--- src/rtl/alu_pkg.sv ---
`default_nettype none
// ============================================================================
// Module : alu_pkg
// Brief  : ALU function codes, forward-select encoding and datapath defaults
// Rev    : 1.0
// ============================================================================
package alu_pkg;

  localparam int DATA_W_DEF = 32;
  localparam int REG_AW_DEF = 5;
  localparam int SHAMT_W    = 5;
  localparam int ALUFUN_W   = 6;

  typedef enum logic [ALUFUN_W-1:0] {
    ALU_ADD = 6'b000000,
    ALU_SUB = 6'b000001,
    ALU_AND = 6'b011000,
    ALU_OR  = 6'b011110,
    ALU_XOR = 6'b010110,
    ALU_NOR = 6'b010001,
    ALU_A   = 6'b011010,
    ALU_SLL = 6'b100000,
    ALU_SRL = 6'b100001,
    ALU_SRA = 6'b100011,
    ALU_EQ  = 6'b110011,
    ALU_NEQ = 6'b110001,
    ALU_LT  = 6'b110101,
    ALU_LEZ = 6'b111101,
    ALU_LTZ = 6'b111011,
    ALU_GTZ = 6'b111111
  } alu_fun_e;

  typedef enum logic [1:0] {
    FWD_REG   = 2'd0,
    FWD_EXMEM = 2'd1,
    FWD_MEMWB = 2'd2
  } fwd_sel_e;

endpackage
`default_nettype wire

--- src/rtl/id_ex_operand_stage_if.sv ---
`default_nettype none
// ============================================================================
// Module : id_ex_operand_stage_if
// Brief  : ID-side, forwarding and ALU-side signals of the ID/EX operand stage
// Rev    : 1.0
// ============================================================================
interface id_ex_operand_stage_if
  import alu_pkg::*;
#(
  parameter int DATA_W = DATA_W_DEF,
  parameter int REG_AW = REG_AW_DEF
) ();

  logic                iValid;
  logic [DATA_W-1:0]   iRsData;
  logic [DATA_W-1:0]   iRtData;
  logic [REG_AW-1:0]   iRsAddr;
  logic [REG_AW-1:0]   iRtAddr;
  logic [DATA_W-1:0]   iImm;
  logic [SHAMT_W-1:0]  iShamt;
  logic                iSrcA;
  logic                iSrcB;
  logic [ALUFUN_W-1:0] iALUFun;
  logic                iSign;
  logic [REG_AW-1:0]   iWrAddr;
  logic                iRegWrite;
  logic                iMemRead;
  logic                iStall;
  logic                iFlush;
  logic                iExMemRegWrite;
  logic [REG_AW-1:0]   iExMemWrAddr;
  logic [DATA_W-1:0]   iExMemData;
  logic                iMemWbRegWrite;
  logic [REG_AW-1:0]   iMemWbWrAddr;
  logic [DATA_W-1:0]   iMemWbData;

  logic [DATA_W-1:0]   oA;
  logic [DATA_W-1:0]   oB;
  logic [ALUFUN_W-1:0] oALUFun;
  logic                oSign;
  logic [DATA_W-1:0]   oRtFwd;
  logic [REG_AW-1:0]   oWrAddr;
  logic                oRegWrite;
  logic                oMemRead;
  logic                oValid;
  logic                oLoadUse;

  modport master (
    output iValid, iRsData, iRtData, iRsAddr, iRtAddr, iImm, iShamt, iSrcA, iSrcB,
           iALUFun, iSign, iWrAddr, iRegWrite, iMemRead, iStall, iFlush,
           iExMemRegWrite, iExMemWrAddr, iExMemData,
           iMemWbRegWrite, iMemWbWrAddr, iMemWbData,
    input  oA, oB, oALUFun, oSign, oRtFwd, oWrAddr, oRegWrite, oMemRead, oValid, oLoadUse
  );

  modport slave (
    input  iValid, iRsData, iRtData, iRsAddr, iRtAddr, iImm, iShamt, iSrcA, iSrcB,
           iALUFun, iSign, iWrAddr, iRegWrite, iMemRead, iStall, iFlush,
           iExMemRegWrite, iExMemWrAddr, iExMemData,
           iMemWbRegWrite, iMemWbWrAddr, iMemWbData,
    output oA, oB, oALUFun, oSign, oRtFwd, oWrAddr, oRegWrite, oMemRead, oValid, oLoadUse
  );

endinterface
`default_nettype wire

--- src/rtl/id_ex_operand_stage_fwd_mux.sv ---
`default_nettype none
// ============================================================================
// Module : fwd_mux
// Brief  : Priority forwarding select for one operand (EX/MEM over MEM/WB)
// Rev    : 1.0
// ============================================================================
module fwd_mux
  import alu_pkg::*;
#(
  parameter int DATA_W = DATA_W_DEF,
  parameter int REG_AW = REG_AW_DEF
) (
  input  logic [REG_AW-1:0] iAddr,
  input  logic [DATA_W-1:0] iRegData,
  input  logic              iExMemRegWrite,
  input  logic [REG_AW-1:0] iExMemWrAddr,
  input  logic [DATA_W-1:0] iExMemData,
  input  logic              iMemWbRegWrite,
  input  logic [REG_AW-1:0] iMemWbWrAddr,
  input  logic [DATA_W-1:0] iMemWbData,
  output logic [DATA_W-1:0] oData
);

  fwd_sel_e wSel;

  // Register 0 is hard-wired zero, so it never takes a forwarded value.
  always_comb begin
    wSel = FWD_REG;
    if (iAddr != '0) begin
      if (iExMemRegWrite && (iExMemWrAddr == iAddr))
        wSel = FWD_EXMEM;
      else if (iMemWbRegWrite && (iMemWbWrAddr == iAddr))
        wSel = FWD_MEMWB;
    end
  end

  always_comb begin
    case (wSel)
      FWD_EXMEM: oData = iExMemData;
      FWD_MEMWB: oData = iMemWbData;
      default:   oData = iRegData;
    endcase
  end

endmodule
`default_nettype wire

--- src/rtl/id_ex_operand_stage.sv ---
`default_nettype none
// ============================================================================
// Module : id_ex_operand_stage
// Brief  : ID/EX register with operand forwarding and load-use detection
// Rev    : 1.0
// ============================================================================
module id_ex_operand_stage
  import alu_pkg::*;
#(
  parameter int DATA_W = DATA_W_DEF,
  parameter int REG_AW = REG_AW_DEF
) (
  input  logic                 iClk,
  input  logic                 iRst,
  id_ex_operand_stage_if.slave bus
);

  logic                rValid;
  logic                rRegWrite;
  logic                rMemRead;
  logic                rSign;
  logic                rSrcA;
  logic                rSrcB;
  logic [ALUFUN_W-1:0] rALUFun;
  logic [REG_AW-1:0]   rWrAddr;
  logic [REG_AW-1:0]   rRsAddr;
  logic [REG_AW-1:0]   rRtAddr;
  logic [DATA_W-1:0]   rRsData;
  logic [DATA_W-1:0]   rRtData;
  logic [DATA_W-1:0]   rImm;
  logic [SHAMT_W-1:0]  rShamt;

  logic [DATA_W-1:0]   wFwdRs;
  logic [DATA_W-1:0]   wFwdRt;

  fwd_mux #(.DATA_W(DATA_W), .REG_AW(REG_AW)) uFwdRs (
    .iAddr          (rRsAddr),
    .iRegData       (rRsData),
    .iExMemRegWrite (bus.iExMemRegWrite),
    .iExMemWrAddr   (bus.iExMemWrAddr),
    .iExMemData     (bus.iExMemData),
    .iMemWbRegWrite (bus.iMemWbRegWrite),
    .iMemWbWrAddr   (bus.iMemWbWrAddr),
    .iMemWbData     (bus.iMemWbData),
    .oData          (wFwdRs)
  );

  fwd_mux #(.DATA_W(DATA_W), .REG_AW(REG_AW)) uFwdRt (
    .iAddr          (rRtAddr),
    .iRegData       (rRtData),
    .iExMemRegWrite (bus.iExMemRegWrite),
    .iExMemWrAddr   (bus.iExMemWrAddr),
    .iExMemData     (bus.iExMemData),
    .iMemWbRegWrite (bus.iMemWbRegWrite),
    .iMemWbWrAddr   (bus.iMemWbWrAddr),
    .iMemWbData     (bus.iMemWbData),
    .oData          (wFwdRt)
  );

  always_ff @(posedge iClk or posedge iRst) begin
    if (iRst) begin
      rValid    <= 1'b0;
      rRegWrite <= 1'b0;
      rMemRead  <= 1'b0;
      rSign     <= 1'b0;
      rSrcA     <= 1'b0;
      rSrcB     <= 1'b0;
      rALUFun   <= ALU_ADD;
      rWrAddr   <= '0;
      rRsAddr   <= '0;
      rRtAddr   <= '0;
      rRsData   <= '0;
      rRtData   <= '0;
      rImm      <= '0;
      rShamt    <= '0;
    end else if (bus.iFlush) begin
      rValid    <= 1'b0;
      rRegWrite <= 1'b0;
      rMemRead  <= 1'b0;
    end else if (bus.iStall) begin
      // Capture forwarded operands so a producer retiring mid-stall is not lost.
      rRsData   <= wFwdRs;
      rRtData   <= wFwdRt;
    end else begin
      rValid    <= bus.iValid;
      rRegWrite <= bus.iRegWrite & bus.iValid;
      rMemRead  <= bus.iMemRead & bus.iValid;
      rSign     <= bus.iSign;
      rSrcA     <= bus.iSrcA;
      rSrcB     <= bus.iSrcB;
      rALUFun   <= bus.iALUFun;
      rWrAddr   <= bus.iWrAddr;
      rRsAddr   <= bus.iRsAddr;
      rRtAddr   <= bus.iRtAddr;
      rRsData   <= bus.iRsData;
      rRtData   <= bus.iRtData;
      rImm      <= bus.iImm;
      rShamt    <= bus.iShamt;
    end
  end

  assign bus.oA        = rSrcA ? {{(DATA_W-SHAMT_W){1'b0}}, rShamt} : wFwdRs;
  assign bus.oB        = rSrcB ? rImm : wFwdRt;
  assign bus.oRtFwd    = wFwdRt;
  assign bus.oALUFun   = rALUFun;
  assign bus.oSign     = rSign;
  assign bus.oWrAddr   = rWrAddr;
  assign bus.oRegWrite = rRegWrite & rValid;
  assign bus.oMemRead  = rMemRead & rValid;
  assign bus.oValid    = rValid;

  assign bus.oLoadUse  = rValid & rMemRead & (rWrAddr != '0) & bus.iValid &
                         ((rWrAddr == bus.iRsAddr) | (rWrAddr == bus.iRtAddr));

endmodule
`default_nettype wire

--- src/flat_wrapper.sv ---
// flat-port wrapper written by rule: the top's interface ports become plain ports
module id_ex_operand_stage_flat import alu_pkg::*;
#(
  parameter int DATA_W = DATA_W_DEF,
  parameter int REG_AW = REG_AW_DEF
)
  (iClk, iRst, bus_iValid, bus_iRsData, bus_iRtData, bus_iRsAddr, bus_iRtAddr, bus_iImm, bus_iShamt, bus_iSrcA, bus_iSrcB, bus_iALUFun, bus_iSign, bus_iWrAddr, bus_iRegWrite, bus_iMemRead, bus_iStall, bus_iFlush, bus_iExMemRegWrite, bus_iExMemWrAddr, bus_iExMemData, bus_iMemWbRegWrite, bus_iMemWbWrAddr, bus_iMemWbData, bus_oA, bus_oB, bus_oALUFun, bus_oSign, bus_oRtFwd, bus_oWrAddr, bus_oRegWrite, bus_oMemRead, bus_oValid, bus_oLoadUse);
  id_ex_operand_stage_if #(.DATA_W(DATA_W), .REG_AW(REG_AW)) bus_i ();
  input  logic iClk;
  input  logic iRst;
  input wire logic [$bits(bus_i.iValid)-1:0] bus_iValid;
  input wire logic [$bits(bus_i.iRsData)-1:0] bus_iRsData;
  input wire logic [$bits(bus_i.iRtData)-1:0] bus_iRtData;
  input wire logic [$bits(bus_i.iRsAddr)-1:0] bus_iRsAddr;
  input wire logic [$bits(bus_i.iRtAddr)-1:0] bus_iRtAddr;
  input wire logic [$bits(bus_i.iImm)-1:0] bus_iImm;
  input wire logic [$bits(bus_i.iShamt)-1:0] bus_iShamt;
  input wire logic [$bits(bus_i.iSrcA)-1:0] bus_iSrcA;
  input wire logic [$bits(bus_i.iSrcB)-1:0] bus_iSrcB;
  input wire logic [$bits(bus_i.iALUFun)-1:0] bus_iALUFun;
  input wire logic [$bits(bus_i.iSign)-1:0] bus_iSign;
  input wire logic [$bits(bus_i.iWrAddr)-1:0] bus_iWrAddr;
  input wire logic [$bits(bus_i.iRegWrite)-1:0] bus_iRegWrite;
  input wire logic [$bits(bus_i.iMemRead)-1:0] bus_iMemRead;
  input wire logic [$bits(bus_i.iStall)-1:0] bus_iStall;
  input wire logic [$bits(bus_i.iFlush)-1:0] bus_iFlush;
  input wire logic [$bits(bus_i.iExMemRegWrite)-1:0] bus_iExMemRegWrite;
  input wire logic [$bits(bus_i.iExMemWrAddr)-1:0] bus_iExMemWrAddr;
  input wire logic [$bits(bus_i.iExMemData)-1:0] bus_iExMemData;
  input wire logic [$bits(bus_i.iMemWbRegWrite)-1:0] bus_iMemWbRegWrite;
  input wire logic [$bits(bus_i.iMemWbWrAddr)-1:0] bus_iMemWbWrAddr;
  input wire logic [$bits(bus_i.iMemWbData)-1:0] bus_iMemWbData;
  output wire logic [$bits(bus_i.oA)-1:0] bus_oA;
  output wire logic [$bits(bus_i.oB)-1:0] bus_oB;
  output wire logic [$bits(bus_i.oALUFun)-1:0] bus_oALUFun;
  output wire logic [$bits(bus_i.oSign)-1:0] bus_oSign;
  output wire logic [$bits(bus_i.oRtFwd)-1:0] bus_oRtFwd;
  output wire logic [$bits(bus_i.oWrAddr)-1:0] bus_oWrAddr;
  output wire logic [$bits(bus_i.oRegWrite)-1:0] bus_oRegWrite;
  output wire logic [$bits(bus_i.oMemRead)-1:0] bus_oMemRead;
  output wire logic [$bits(bus_i.oValid)-1:0] bus_oValid;
  output wire logic [$bits(bus_i.oLoadUse)-1:0] bus_oLoadUse;
  assign bus_i.iValid = bus_iValid;
  assign bus_i.iRsData = bus_iRsData;
  assign bus_i.iRtData = bus_iRtData;
  assign bus_i.iRsAddr = bus_iRsAddr;
  assign bus_i.iRtAddr = bus_iRtAddr;
  assign bus_i.iImm = bus_iImm;
  assign bus_i.iShamt = bus_iShamt;
  assign bus_i.iSrcA = bus_iSrcA;
  assign bus_i.iSrcB = bus_iSrcB;
  assign bus_i.iALUFun = bus_iALUFun;
  assign bus_i.iSign = bus_iSign;
  assign bus_i.iWrAddr = bus_iWrAddr;
  assign bus_i.iRegWrite = bus_iRegWrite;
  assign bus_i.iMemRead = bus_iMemRead;
  assign bus_i.iStall = bus_iStall;
  assign bus_i.iFlush = bus_iFlush;
  assign bus_i.iExMemRegWrite = bus_iExMemRegWrite;
  assign bus_i.iExMemWrAddr = bus_iExMemWrAddr;
  assign bus_i.iExMemData = bus_iExMemData;
  assign bus_i.iMemWbRegWrite = bus_iMemWbRegWrite;
  assign bus_i.iMemWbWrAddr = bus_iMemWbWrAddr;
  assign bus_i.iMemWbData = bus_iMemWbData;
  assign bus_oA = bus_i.oA;
  assign bus_oB = bus_i.oB;
  assign bus_oALUFun = bus_i.oALUFun;
  assign bus_oSign = bus_i.oSign;
  assign bus_oRtFwd = bus_i.oRtFwd;
  assign bus_oWrAddr = bus_i.oWrAddr;
  assign bus_oRegWrite = bus_i.oRegWrite;
  assign bus_oMemRead = bus_i.oMemRead;
  assign bus_oValid = bus_i.oValid;
  assign bus_oLoadUse = bus_i.oLoadUse;
  id_ex_operand_stage #(.DATA_W(DATA_W), .REG_AW(REG_AW)) u_core (.iClk(iClk), .iRst(iRst), .bus(bus_i));
endmodule
--- config.mk ---
export PLATFORM = sky130hd
export DESIGN_NAME = id_ex_operand_stage_flat
export DESIGN_NICKNAME = d
export VERILOG_FILES = /design/src/rtl/alu_pkg.sv /design/src/rtl/id_ex_operand_stage_if.sv /design/src/rtl/id_ex_operand_stage_fwd_mux.sv /design/src/rtl/id_ex_operand_stage.sv /design/src/flat_wrapper.sv
export SDC_FILE = /design/constraint.sdc
export NUM_CORES = 1
export LEC_CHECK = 0
export CAP_MARGIN = 20
export CORE_MARGIN = 5
export CORE_UTILIZATION = 35
export CTS_BUF_LIST = sky130_fd_sc_hd__clkbuf_4
export DETAILED_ROUTE_END_ITERATION = 16
export HOLD_SLACK_MARGIN = 0.12
export PLACE_DENSITY_LB_ADDON = 0.08
export SETUP_SLACK_MARGIN = 0.15
export SLEW_MARGIN = 30
export SYNTH_ARGS = -nofsm -noshare
export SYNTH_HDL_FRONTEND = slang
export SYNTH_HIERARCHICAL = 1
export SYNTH_SLANG_ARGS = --single-unit
--- constraint.sdc ---
create_clock -name iClk -period 6.6 [get_ports iClk]
set_input_delay 0.99 -clock iClk [delete_from_list [all_inputs] [get_ports iClk]]
set_output_delay 0.99 -clock iClk [all_outputs]
set_load 0.005 [all_outputs]
### After elaboration in Yosys (flattened, before gate mapping)

Index checks and enable logic that the tools add are counted.

| storage, ports and cells | value |
|---|---|
| flip-flop bits (word level) | 128 |
| input bits | 208 |
| output and inout port bits | 112 |
| logic and storage cells | 61 |

| cells by class | value |
|---|---|
| equality and inequality tests | 11 |
| muxes and demuxes | 18 |
| bitwise operators | 10 |
| reduce and logical (&&, ||, !) cells | 8 |

Operators by type and width:

| cell | count |
|---|---|
| $mux W32 | 4 |
| $pmux W32 S2 | 2 |
| $eq A5 B5 Y1 | 6 |
| $reduce_bool A5 Y1 | 3 |
| $mux W2 | 6 |
| $and A1 B1 Y1 | 7 |
| $mux W1 | 6 |
| $eq A2 B1 Y1 const B | 2 |
| $eq A2 B2 Y1 const B | 2 |
| $logic_and A1 B1 Y1 | 4 |
| $ne A2 B1 Y1 const B | 1 |
| $not A1 Y1 | 2 |
| $reduce_and A2 Y1 | 1 |
| $or A1 B1 Y1 | 1 |

### Depth between registers and ports, before layout

Gate-level depths: netlist of the first run.

| depth | value |
|---|---|
| depth in word-level cells | 8 |
| depth in mapped cells | 11 |
| depth with buffers taken out | 9 |

### Hierarchy

The synthesis of the first run kept the hierarchy.

By module, submodules not included:

| module | instances | cells an instance | area an instance (um^2) |
|---|---|---|---|
| id_ex_operand_stage | 1 | 508 | 6381.1 |
| fwd_mux (u_core.uFwdRt) | 1 | 131 | 753.2 |
| fwd_mux (u_core.uFwdRs) | 1 | 131 | 745.7 |

### Worst setup path after synthesis of the first run

No wires, ideal clock.

| path | value |
|---|---|
| path kind | input-to-output |
| start point | input bus_iExMemWrAddr[0] |
| end point | output bus_oB[20] |
| arrival time | 3.104 ns |
| path slack | 2.506 ns |
| cell stages on the path | 9 |
| buffers on the path | 2 |
| cells stage by stage | xor2_1 nor4_1 and3_4 or4_1 ha_1 clkbuf_1 clkbuf_1 o21ai_0 mux2_1 |

| between the ends | value |
|---|---|
| longest elaborated chain between the ends | 7 |
| elaborated cells on any way between the ends | 8 |

RTL lines:

| item | RTL line | source |
|---|---|---|
| from (decl) | flat_wrapper.sv:28 | `input wire logic [$bits(bus_i.iExMemWrAddr)-1:0] bus_iExMemWrAddr;` |
| $eq A5 B5 Y1 * | id_ex_operand_stage_fwd_mux.sv:30 | `if (iExMemRegWrite && (iExMemWrAddr == iAddr))` |
| $logic_and A1 B1 Y1 * | id_ex_operand_stage_fwd_mux.sv:30 |  |
| $mux W2 * | id_ex_operand_stage_fwd_mux.sv:30 |  |
| $mux W2 * | id_ex_operand_stage_fwd_mux.sv:29 | `if (iAddr != '0) begin` |
| $eq A2 B2 Y1 / $eq A2 B1 Y1 (equally long branches) | id_ex_operand_stage_fwd_mux.sv:38 | `case (wSel)` |
| $pmux W32 S2 * | id_ex_operand_stage_fwd_mux.sv:38 |  |
| net bus_oRtFwd[20] | flat_wrapper.sv:37 | `output wire logic [$bits(bus_i.oRtFwd)-1:0] bus_oRtFwd;` |
| $mux W32 * | id_ex_operand_stage.sv:103 | `assign bus.oB = rSrcB ? rImm : wFwdRt;` |
| to (decl) | flat_wrapper.sv:34 | `output wire logic [$bits(bus_i.oB)-1:0] bus_oB;` |

Mark *: on every way through the listed nets, which the timed path passes. The rest lies on a longest branch.

### Worst setup path after layout of the first run

| path | value |
|---|---|
| start point | input bus_iExMemWrAddr[4] |
| end point | output bus_oB[18] |

| between the ends | value |
|---|---|
| longest elaborated chain between the ends | 7 |
| elaborated cells on any way between the ends | 8 |

RTL lines:

| item | RTL line |
|---|---|
| $eq A5 B5 Y1 * | id_ex_operand_stage_fwd_mux.sv:30 |
| $logic_and A1 B1 Y1 * | id_ex_operand_stage_fwd_mux.sv:30 |
| $mux W2 * | id_ex_operand_stage_fwd_mux.sv:30 |
| $mux W2 * | id_ex_operand_stage_fwd_mux.sv:29 |
| $eq A2 B2 Y1 / $eq A2 B1 Y1 (equally long branches) | id_ex_operand_stage_fwd_mux.sv:38 |
| $pmux W32 S2 * | id_ex_operand_stage_fwd_mux.sv:38 |
| $mux W32 * | id_ex_operand_stage.sv:103 |

Every way passes the cells marked *; elsewhere a longest branch is shown, timed or not.

==> results of run 1 <==
==> cells by family (layout without fill, tap and decap cells) <==
| family | Yosys count | count (layout) | synth area share |
|---|---|---|---|
| muxes | 162 | 162 | 0.2499 |
| and+or+nand+nor | 185 | 185 | 0.1072 |
| other | 0 | 1 | 0 |
| xor gates and xnor gates | 30 | 30 | 0.03430 |
| adders and majority gates | 4 | 4 | 0.006351 |
| DFF | 128 | 128 | 0.4065 |
| AOI/OAI and AO/OA | 199 | 199 | 0.1477 |
| buffers and inverters | 62 | 360 | 0.04811 |
==> metal layers <==
metal	track usage	up-vias	wire length, microns
met5	0	-	25
met4	0.05006	4	469
met3	0.07845	33	2063
met2	0.3254	242	12150
met1	0.2535	3196	11330
li1	-	3324	-
==> area by class of cell <==
type                    instances  area, sq um
diodes                          1        2.502
inverters                       1        8.758
clock inverters                13        140.1
flip-flops and latches        128         3204
fillers                      2168        11030
well taps                     285        356.6
clock buffers                  19        142.6
repair buffers                327         3248
multi-input cells             580         4305
==> how the worst min path moves through the flow <==
stage	end	startpoint	cells past startpoint	slack, ns
finish	u_core/rRsData[19]$_DFFE_PP0N_	u_core/rRsData[19]$_DFFE_PP0N_	2	0.50
global route	u_core/rRtData[29]$_DFFE_PP0N_	u_core/rRtData[29]$_DFFE_PP0N_	2	0.52
CTS	u_core/rRsData[23]$_DFFE_PP0N_	u_core/rRsData[23]$_DFFE_PP0N_	2	0.51
detailed placement	u_core/rRtData[17]$_DFFE_PP0N_	u_core/rRtData[17]$_DFFE_PP0N_	2	0.48
global placement	u_core/rRtData[29]$_DFFE_PP0N_	u_core/rRtData[29]$_DFFE_PP0N_	2	0.47
floorplan	u_core/rImm[22]$_DFFE_PP0P_	u_core/rImm[22]$_DFFE_PP0P_	1	0.45
==> worst max-delay path, cell delays in order <==
cell and delay, ns:
clkdlybuf4s50_1 0.51, xor2_1 0.17, nor4_1 0.08, and3_4 0.17, or4_1 0.50, ha_2 0.81, buf_4 0.37, o21ai_0 0.18
mux2_1 0.32, clkdlybuf4s50_1 0.45
==> metrics by stage <==
step,utilization,std cells,hold slack [ns],total power [mW],area (sq um)
finish,0.5085,1354,0.5027,2.376,11410
floorplan,-,770,0.4541,1.388,7880
detailed placement,0.4958,1321,0.4784,1.843,11120
CTS,0.5084,1353,0.5064,2.420,11410
global placement,0.4958,1321,0.4727,1.838,11120
global route,0.5085,1354,0.5212,2.530,11410
==> cell usage in the layout (no fill, tap or decap), types with 15 or more instances in the layout <==
master / instances
clkdlybuf4s50_1: 317
nor2b_1: 30
mux2_4: 60
a22oi_1: 66
o21ai_0: 66
xnor2_1: 15
mux2_1: 38
nand2_1: 130
clkbuf_4: 19
dfrtp_1: 127
mux2i_1: 64
o21ai_1: 64
==> power by group <==
part | total, mW | internal [mW] | leakage [nW] | switching, mW
clock network | 0.557 | 0.233 | 0.136 | 0.324
logic | 0.833 | 0.523 | 2.99 | 0.310
registers | 0.987 | 0.893 | 1.55 | 0.0933
total | 2.38 | 1.65 | 4.68 | 0.727
==> flip-flops by register name, summed over array words and instances (netlist names) <==
register	count
u_core/rImm	32
u_core/rRsData	32
u_core/rRtData	32
u_core/bus.oALUFun	6
u_core/bus.oWrAddr	5
u_core/rRsAddr	5
u_core/rRtAddr	5
u_core/rShamt	5
u_core/bus.oSign	1
u_core/bus.oValid	1
u_core/rMemRead	1
u_core/rRegWrite	1
u_core/rSrcA	1
u_core/rSrcB	1
==> results.tsv, run 1 <==
stage	metric	value	unit
cells_and_area	nets@finish	1267	
sta	setup_tns	0	ns
synthesis	Synth async-reset ratio	1.000	
die	Row Count	55	
die	initial core utilization	0.3513	
critical_path	Startpoint Class	input port	
critical_path	Crit Path Class	in -> out	
sta	final setup margin	1.042	ns
sta	final slew viol count	0	
place	HPWL Detailed	18.61	mm
die	Ports	320	
place	# port buffers	319	
routing	first drt pass iteration count	5	
sta	RSZ-0062 raised after global routing	no	
sta	Slew @ Worst Pin	0.9649	ns
critical_path	Reg2Reg Depth	10	
sta	Final Cycle Share	0.8420	
synthesis	cell area after synthesis	7880	sq um
synthesis	Syn Area/Cell	10.23	sq um
grt	initial antenna violation count	3	
routing	Vias/cell	5.021	
clock_tree	Clock Sinks	128	
synthesis	Netlist cell types	30	
power_and_ir_drop	PD cells	208.3	nW/um^2
synthesis	Synth area leaders	dfrtp_1 (41%), mux2_4 (11%), mux2i_1 (8.1%)	
synthesis	synth warn	6	
sta	Final Hold Fails	0	
power_and_ir_drop	Leak	4.678	nW
hold_path	Hold Crit Class	reg -> reg	
clock_tree	CTS tree	yes	
cells_and_area	area grow syn2layout	44.78	%
synthesis	Synth Register Bits	128	
die	die area	25620	sq um
critical_path	Worst R2R Start	u_core/rRtAddr[0]$_DFFE_PP0P_	
critical_path	reg-to-reg slack, setup	3.43	ns
synthesis	Seq/Total Area, Yosys	0.4065	
critical_path	CP Max Fanout	43	
clock_tree	buffer levels on the longest clock path	2	
clock_tree	clk_lat worst skew	0.53	ns
critical_path	CP Capture Point	bus_oB[18]	
clock_tree	root buffer cell	clkbuf_4	
place	GPL Wtd Cong	0.7615	
grt	total gr overflow	0	
sta	clk_skew	0.02256	ns
die	die height	160.1	microns
grt	first-pass GRT wire length	40.70	mm
synthesis	Synth area leader	dfrtp_1	
job	max_cap viols	0	
place	pre-CTS WS	1.025	ns
grt	vias in the first global route	7095	
routing	vias	6799	
die	Die Wd	160.1	microns
clock_tree	clock-pin slew on the worst setup and hold paths	0.11	ns
routing	drt total wl	26.04	mm
sta	post-layout minimum cycle time	5.558	ns
clock_tree	hold bufs inserted after CTS	0	
critical_path	worst path required time	5.61	ns
clock_tree	Gates resized, CTS repair	0	
grt	GRT Util Overall	0.2011	
clock_tree	# H-tree levels	4	
sta	# setup viols final	0	
synthesis	cells after synthesis	770	
routing	DR WL/cell	19.23	microns
critical_path	Worst EP arrival	4.57	ns
clock_tree	setup bufs post-CTS	0	
synthesis	syn nets	982	
synthesis	top-area cell type share of the netlist area	0.4065	
sta	slew margin rel.	0.3567	
critical_path	Critical R2R Capture	u_core/rRtData[18]$_DFFE_PP0N_	
critical_path	Crit. Startpoint	bus_iExMemWrAddr[4]	
routing	Remaining DRCs	0	
grt	largest net degree at the start of global routing	92	
sta	fmax	179.9	MHz
critical_path	Crit. End Element	output pin	
cells_and_area	layout cells sized above 1	0.1021	
die	Core ar.	22430	sq um
clock_tree	CTS buffer count	17	
routing	Initial DRC Count	394	
synthesis	Post-synth top flop	dfrtp_1	
run_status	status	finished clean	
synthesis	top cells by count, synth	nand2_1 (130), dfrtp_1 (128), a22oi_1 (66), o21ai_0 (66)	
routing	Antenna Nets Post-Route	0	
synthesis	cell with the most instances after synthesis	nand2_1	
synthesis	number of synthesized flops with an enable pin	0	
power_and_ir_drop	Max rail drop VDD	0.0001067	V
Note: power is estimated with default switching activity, not from simulation.
==> inputs of run 2 (changes only) <==
==> constraint.sdc (replaced) <==
create_clock -name iClk -period 5.4 [get_ports iClk]
set_input_delay 0.81 -clock iClk [delete_from_list [all_inputs] [get_ports iClk]]
set_output_delay 0.81 -clock iClk [all_outputs]
set_load 0.005 [all_outputs]
==> run 2 against run 1 <==
Worst hold slack got worse by 0.0035 ns. Sequential power increased by 23%. Via count increased by 0.85%. Critical endpoint is now bus_oB[8]. Largest cell class unchanged. Combinational power increased by 24%. Non-clock buffer count rose by 8. Cell area grew 1.5%.
==> results.tsv, run 2 (synthesis gave the netlist of run 1 again) <==
stage	metric	value	unit	change
grt	first-pass GRT wire length	41.48	mm	+1.9%
sta	Final Cycle Share	0.9148		
clock_tree	# H-tree levels	4		unchanged
power_and_ir_drop	Max rail drop VDD	0.0001434	V	+34%
cells_and_area	nets@finish	1275		+0.63%
sta	# setup viols final	0		unchanged
place	pre-CTS WS	0.4489	ns	-0.5766 ns
sta	Slew @ Worst Pin	0.9597	ns	-0.005212 ns
cells_and_area	area grow syn2layout	46.94	%	
sta	final slew viol count	0		unchanged
die	initial core utilization	0.3513		unchanged
clock_tree	clock-pin slew on the worst setup and hold paths	0.10	ns	about the same
cells_and_area	area of the multi-input gates	4305	sq um	unchanged
job	max_cap viols	0		unchanged
sta	clk_skew	0.03158	ns	+0.009020 ns
power_and_ir_drop	Leak	4.783	nW	+2.2%
place	Post-Place Cells	1329		+0.61%
critical_path	Worst EP arrival	4.13	ns	-0.44 ns
cells_and_area	Final Non-Filler Cells	1363		+0.66%
place	# port buffers	319		unchanged
sta	slew margin rel.	0.3602		+0.003475
routing	vias	6857		+0.85%
clock_tree	CTS tree	yes		
clock_tree	hold bufs inserted after CTS	0		unchanged
power_and_ir_drop	PD cells	265.4	nW/um^2	+27%
critical_path	worst path required time	4.59	ns	-1.02 ns
routing	Vias/cell	5.031		+0.19%
clock_tree	root buffer cell	clkbuf_4		
die	Die Wd	160.1	microns	unchanged
clock_tree	clk_lat worst skew	0.53	ns	about the same
power_and_ir_drop	total power	3.073	mW	+29%
die	Ports	320		unchanged
sta	RSZ-0062 raised after global routing	no		
routing	DR WL/cell	19.52	microns	+1.5%
clock_tree	Gates resized, CTS repair	0		unchanged
clock_tree	CTS buffer count	17		unchanged
cells_and_area	Storage cell area	3204	sq um	unchanged
cells_and_area	layout cells sized above 1	0.1106		+0.008535
clock_tree	Clock Sinks	128		unchanged
routing	first drt pass iteration count	5		unchanged
hold_path	Hold Crit Class	reg -> reg		
critical_path	Crit Path Class	in -> out		
clock_tree	buffer levels on the longest clock path	2		unchanged
sta	post-layout minimum cycle time	4.940	ns	
routing	Remaining DRCs	0		unchanged
routing	drt total wl	26.61	mm	+2.2%
clock_tree	setup bufs post-CTS	0		unchanged
die	die area	25620	sq um	unchanged
grt	initial antenna violation count	4		+1
place	HPWL Detailed	19.32	mm	+3.8%
critical_path	CP Max Fanout	32		-26%
die	Row Count	55		unchanged
die	Core ar.	22430	sq um	unchanged
grt	GRT Util Overall	0.2047		+0.003546
cells_and_area	post-layout util	0.5161		+0.007585
sta	setup_tns	0	ns	unchanged
place	GPL Wtd Cong	0.7515		-1.3%
cells_and_area	Fillers	2126		-1.9%
cells_and_area	commonest non-fill, non-tap cells in the layout	clkdlybuf4s50_1 (317), nand2_1 (130), dfrtp_1 (127), a22oi_1 (66), o21ai_0 (66)		
routing	Initial DRC Count	303		-23%
sta	fmax	202.4	MHz	
routing	Antenna Nets Post-Route	0		unchanged
sta	final setup margin	0.4600	ns	-0.5824 ns
grt	total gr overflow	0		unchanged
die	die height	160.1	microns	unchanged
grt	vias in the first global route	7196		+1.4%
cells_and_area	largest registers	u_core/rImm: 32 flops, u_core/rRsData: 32 flops, u_core/rRtData: 32 flops		
run_status	status	finished clean		
sta	Final Hold Fails	0		unchanged
critical_path	Startpoint Class	input port		
grt	largest net degree at the start of global routing	99		+7.6%
critical_path	Crit. End Element	output pin		
cells_and_area	most common library cell in the layout ignoring fill and taps	clkdlybuf4s50_1		
-- run 2: cell count changes in the layout (fill, tap and decap cells not counted), sizes merged, moves of 2 or more --
cell	before	now
inv	2	6
buf	10	18
clkinvlp	5	1
clkinv	5	3
bufinv	2	5
-- run 2: cell type report --
type,instances,area share
clock inverters,14,0.01967
flip-flops and latches,128,0.2767
repair buffers,335,0.2879
clock buffers,18,0.01167
well taps,285,0.03080
diodes,2,0.0004322
inverters,1,0.0009726
multi-input cells,580,0.3718
-- run 2: path summary, 6_finish.rpt --
check / slack [ns] / from / endpoint / cells after the start
max: 0.46 / bus_iExMemWrAddr[0] / bus_oB[8] / 10
min: 0.50 / u_core/rRsData[15]$_DFFE_PP0N_ / u_core/rRsData[15]$_DFFE_PP0N_ / 2
max reg2reg: 2.38 / u_core/rRtAddr[3]$_DFFE_PP0P_ / u_core/rRtData[13]$_DFFE_PP0N_ / 9
min reg2reg: 0.50 / u_core/rRsData[15]$_DFFE_PP0N_ / u_core/rRsData[15]$_DFFE_PP0N_ / 2
max in group asynchronous: 3.58 / iRst / u_core/rRtData[11]$_DFFE_PP0N_ / 3
min in group asynchronous: 0.75 / iRst / u_core/rImm[2]$_DFFE_PP0P_ / 2
-- run 2: where the power goes --
part | internal, mW | switching, mW
Clock | 0.429 | 0.407
Combinational | 0.646 | 0.385
Sequential | 1.09 | 0.114
-- run 2: worst max-delay path, stage by stage --
cell             delay (ns)
clkdlybuf4s50_1        0.44
xor2_1                 0.17
nor4_1                 0.32
and3_4                 0.25
nor2b_1                0.13
ha_2                   0.71
a22oi_1                0.15
o21ai_0                0.39
mux2_1                 0.21
clkdlybuf4s50_1        0.51
-- run 2: routing by layer --
metal / vias up / GRT usage / part of all wire
li1: 3329 / - / -
met1: 3231 / 0.2602 / 0.44
met2: 269 / 0.3360 / 0.47
met3: 24 / 0.07277 / 0.079
met4: 4 / 0.04615 / 0.015
met5: - / 0 / 0.00094
-- run 2: per-stage QoR --
step                cell area (sq um)  hold slack [ns]
floorplan                        7880           0.4541
global placement                11190           0.4714
detailed placement              11210           0.4759
CTS                             11570           0.5071
global route                    11580           0.5187
finish                          11580           0.4993
==> inputs of run 3 (changes only) <==
--- a/config.mk
+++ b/config.mk
@@ -8,10 +8,9 @@
 export CAP_MARGIN = 20
 export CORE_MARGIN = 5
 export CORE_UTILIZATION = 35
-export CTS_BUF_LIST = sky130_fd_sc_hd__clkbuf_4
 export DETAILED_ROUTE_END_ITERATION = 16
 export HOLD_SLACK_MARGIN = 0.12
-export PLACE_DENSITY_LB_ADDON = 0.08
+export PLACE_DENSITY = 0.77
 export SETUP_SLACK_MARGIN = 0.15
 export SLEW_MARGIN = 30
 export SYNTH_ARGS = -nofsm -noshare
==> run 3 against run 2 <==
Sequential share of layout area is 0.32 points lower. Fmax is 1.5% lower. Sequential power hardly changed. Die area stayed put. Critical path type unchanged.
==> results.tsv, run 3 (synthesis gave the netlist of run 1 again) <==
stage	metric	value	unit	change
run_status	status	finished clean		
cells_and_area	largest registers	u_core/rImm: 32 flops, u_core/rRsData: 32 flops, u_core/rRtData: 32 flops		
clock_tree	clock-pin slew on the worst setup and hold paths	0.06	ns	-0.04 ns
clock_tree	Clock Sinks	128		unchanged
critical_path	CP Max Fanout	25		-22%
grt	initial antenna violation count	2		-2
power_and_ir_drop	total power	3.311	mW	+7.8%
cells_and_area	nets@finish	1274		-0.078%
hold_path	Hold Crit Class	reg -> reg		
cells_and_area	area of the multi-input gates	4308	sq um	about the same
routing	Vias/cell	5.175		+2.9%
sta	slew margin rel.	0.3524		-0.007829
place	Placed Instance Area	11180	sq um	-0.26%
die	Ports	320		unchanged
sta	Final Cycle Share	0.9284		+0.01363
place	# port buffers	319		unchanged
clock_tree	CTS tree	yes		
sta	# setup viols final	0		unchanged
die	Die Wd	160.1	microns	unchanged
critical_path	worst path required time	4.59	ns	about the same
clock_tree	clk_lat worst skew	0.41	ns	-0.12 ns
cells_and_area	commonest non-fill, non-tap cells in the layout	clkdlybuf4s50_1 (317), nand2_1 (130), dfrtp_1 (126), a22oi_1 (66), o21ai_0 (66)		
clock_tree	CTS buffer count	17		unchanged
cells_and_area	layout cells sized above 1	0.1107		about the same
cells_and_area	Storage cell area	3206	sq um	about the same
clock_tree	Gates resized, CTS repair	0		unchanged
place	GPL Wtd Cong	0.8866		+18%
place	Post-Place Cells	1328		-0.075%
routing	Initial DRC Count	367		+21%
cells_and_area	post-layout util	0.5224		+0.006303
critical_path	Startpoint Class	input port		
sta	post-layout minimum cycle time	5.014	ns	+0.07359 ns
job	max_cap viols	0		unchanged
clock_tree	setup bufs post-CTS	0		unchanged
cells_and_area	post-layout instance area	11720	sq um	+1.2%
sta	fmax	199.5	MHz	-1.5%
power_and_ir_drop	Flop pwr share	0.369		-0.023
critical_path	Crit Path Class	in -> out		
routing	first drt pass iteration count	5		unchanged
grt	largest net degree at the start of global routing	69		-30%
power_and_ir_drop	PD cells	282.5	nW/um^2	+6.5%
power_and_ir_drop	Leak	4.831	nW	+1.0%
die	Core ar.	22430	sq um	unchanged
grt	vias in the first global route	7244		+0.67%
critical_path	Crit. End Element	output pin		
routing	drt total wl	27.11	mm	+1.9%
power_and_ir_drop	Max rail drop VDD	0.0001604	V	+12%
routing	Antenna Nets Post-Route	0		unchanged
clock_tree	root buffer cell	clkbuf_16		
critical_path	Worst EP arrival	4.20	ns	+0.07 ns
power_and_ir_drop	Comb pwr share	0.310		-0.025
grt	first-pass GRT wire length	41.71	mm	+0.57%
clock_tree	hold bufs inserted after CTS	0		unchanged
grt	total gr overflow	0		unchanged
routing	Remaining DRCs	0		unchanged
sta	final setup margin	0.3865	ns	-0.07359 ns
sta	setup_tns	0	ns	unchanged
cells_and_area	Fillers	2011		-5.4%
cells_and_area	area grow syn2layout	48.73	%	
power_and_ir_drop	clock share of power	0.321		+0.049
sta	Worst Hold Margin	0.4880	ns	-0.01129 ns
power_and_ir_drop	Int Power	2.330	mW	+7.5%
sta	Final Hold Fails	0		unchanged
sta	final slew viol count	0		unchanged
place	HPWL Detailed	19.91	mm	+3.1%
routing	DR WL/cell	19.94	microns	+2.1%
sta	Slew @ Worst Pin	0.9714	ns	+0.01174 ns
die	die area	25620	sq um	unchanged
routing	vias	7038		+2.6%
place	pre-CTS WS	0.3566	ns	-0.09229 ns
cells_and_area	Final Non-Filler Cells	1360		-0.22%
die	Row Count	55		unchanged
power_and_ir_drop	Sw Pwr	0.9819	mW	+8.4%
sta	clk_skew	0.01554	ns	-0.01604 ns
die	die height	160.1	microns	unchanged
clock_tree	# H-tree levels	4		unchanged
sta	RSZ-0062 raised after global routing	no		
grt	GRT Util Overall	0.2054		+0.0007124
die	initial core utilization	0.3513		unchanged
cells_and_area	number of diodes	0		-2
cells_and_area	most common library cell in the layout ignoring fill and taps	clkdlybuf4s50_1		
clock_tree	buffer levels on the longest clock path	2		unchanged
power_and_ir_drop	Net Sw Frac	0.2965		+0.001594
run 3: cell types whose count changed in the layout (fill, tap and decap cells not counted), moves of 2 or more:
cell / delta
clkbuf_4: -18
clkbuf_16: +17
bufinv_16: -5
clkinv_4: +3
buf_12: -2
clkinv_2: +2
clkinvlp_4: +2
diode_2: -2
run 3: final timing paths:
check / cells past startpoint / startpoint / to / slack [ns]
worst max register to register: 9 / u_core/rRtAddr[0]$_DFFE_PP0P_ / u_core/rRtData[30]$_DFFE_PP0N_ / 2.32
min in group asynchronous: 2 / iRst / u_core/bus.oALUFun[2]$_DFFE_PP0P_ / 0.82
worst min register to register: 1 / u_core/rImm[22]$_DFFE_PP0P_ / u_core/rImm[22]$_DFFE_PP0P_ / 0.49
worst min-delay path: 1 / u_core/rImm[22]$_DFFE_PP0P_ / u_core/rImm[22]$_DFFE_PP0P_ / 0.49
max in group asynchronous: 3 / iRst / u_core/rRtData[16]$_DFFE_PP0N_ / 3.50
worst max-delay path: 11 / bus_iExMemWrAddr[0] / bus_oB[6] / 0.39
run 3: worst max-delay path, cell delays in order:
cell and delay, ns:
clkdlybuf4s50_1 0.45, xor2_1 0.18, nor4_1 0.34, and3_4 0.26, nor2b_1 0.14, ha_2 0.62, buf_4 0.29, a22oi_1 0.08
o21ai_0 0.30, mux2_1 0.21, clkdlybuf4s50_1 0.51
run 3: power by group through the flow:
stage	logic (mW)	clock network (mW)	registers, mW
after floorplan	0.518	0	1.18
after global placement	1.01	0	1.23
after detailed placement	1.03	0	1.24
after CTS	1.04	1.09	1.22
after global routing	1.12	1.13	1.24
final	1.03	1.06	1.22
run 3: routing by layer:
layer  track usage  share of wire
met5             0         0.0010
met4       0.04028          0.012
met3       0.06323          0.070
met2        0.3624           0.49
met1        0.2487           0.42
run 3: cell type report:
type | instances | share of cell area
clock buffers | 18 | 0.03662
clock inverters | 14 | 0.009501
inverters | 1 | 0.0007473
multi-input cells | 580 | 0.3676
flip-flops and latches | 128 | 0.2735
well taps | 285 | 0.03043
repair buffers | 334 | 0.2816
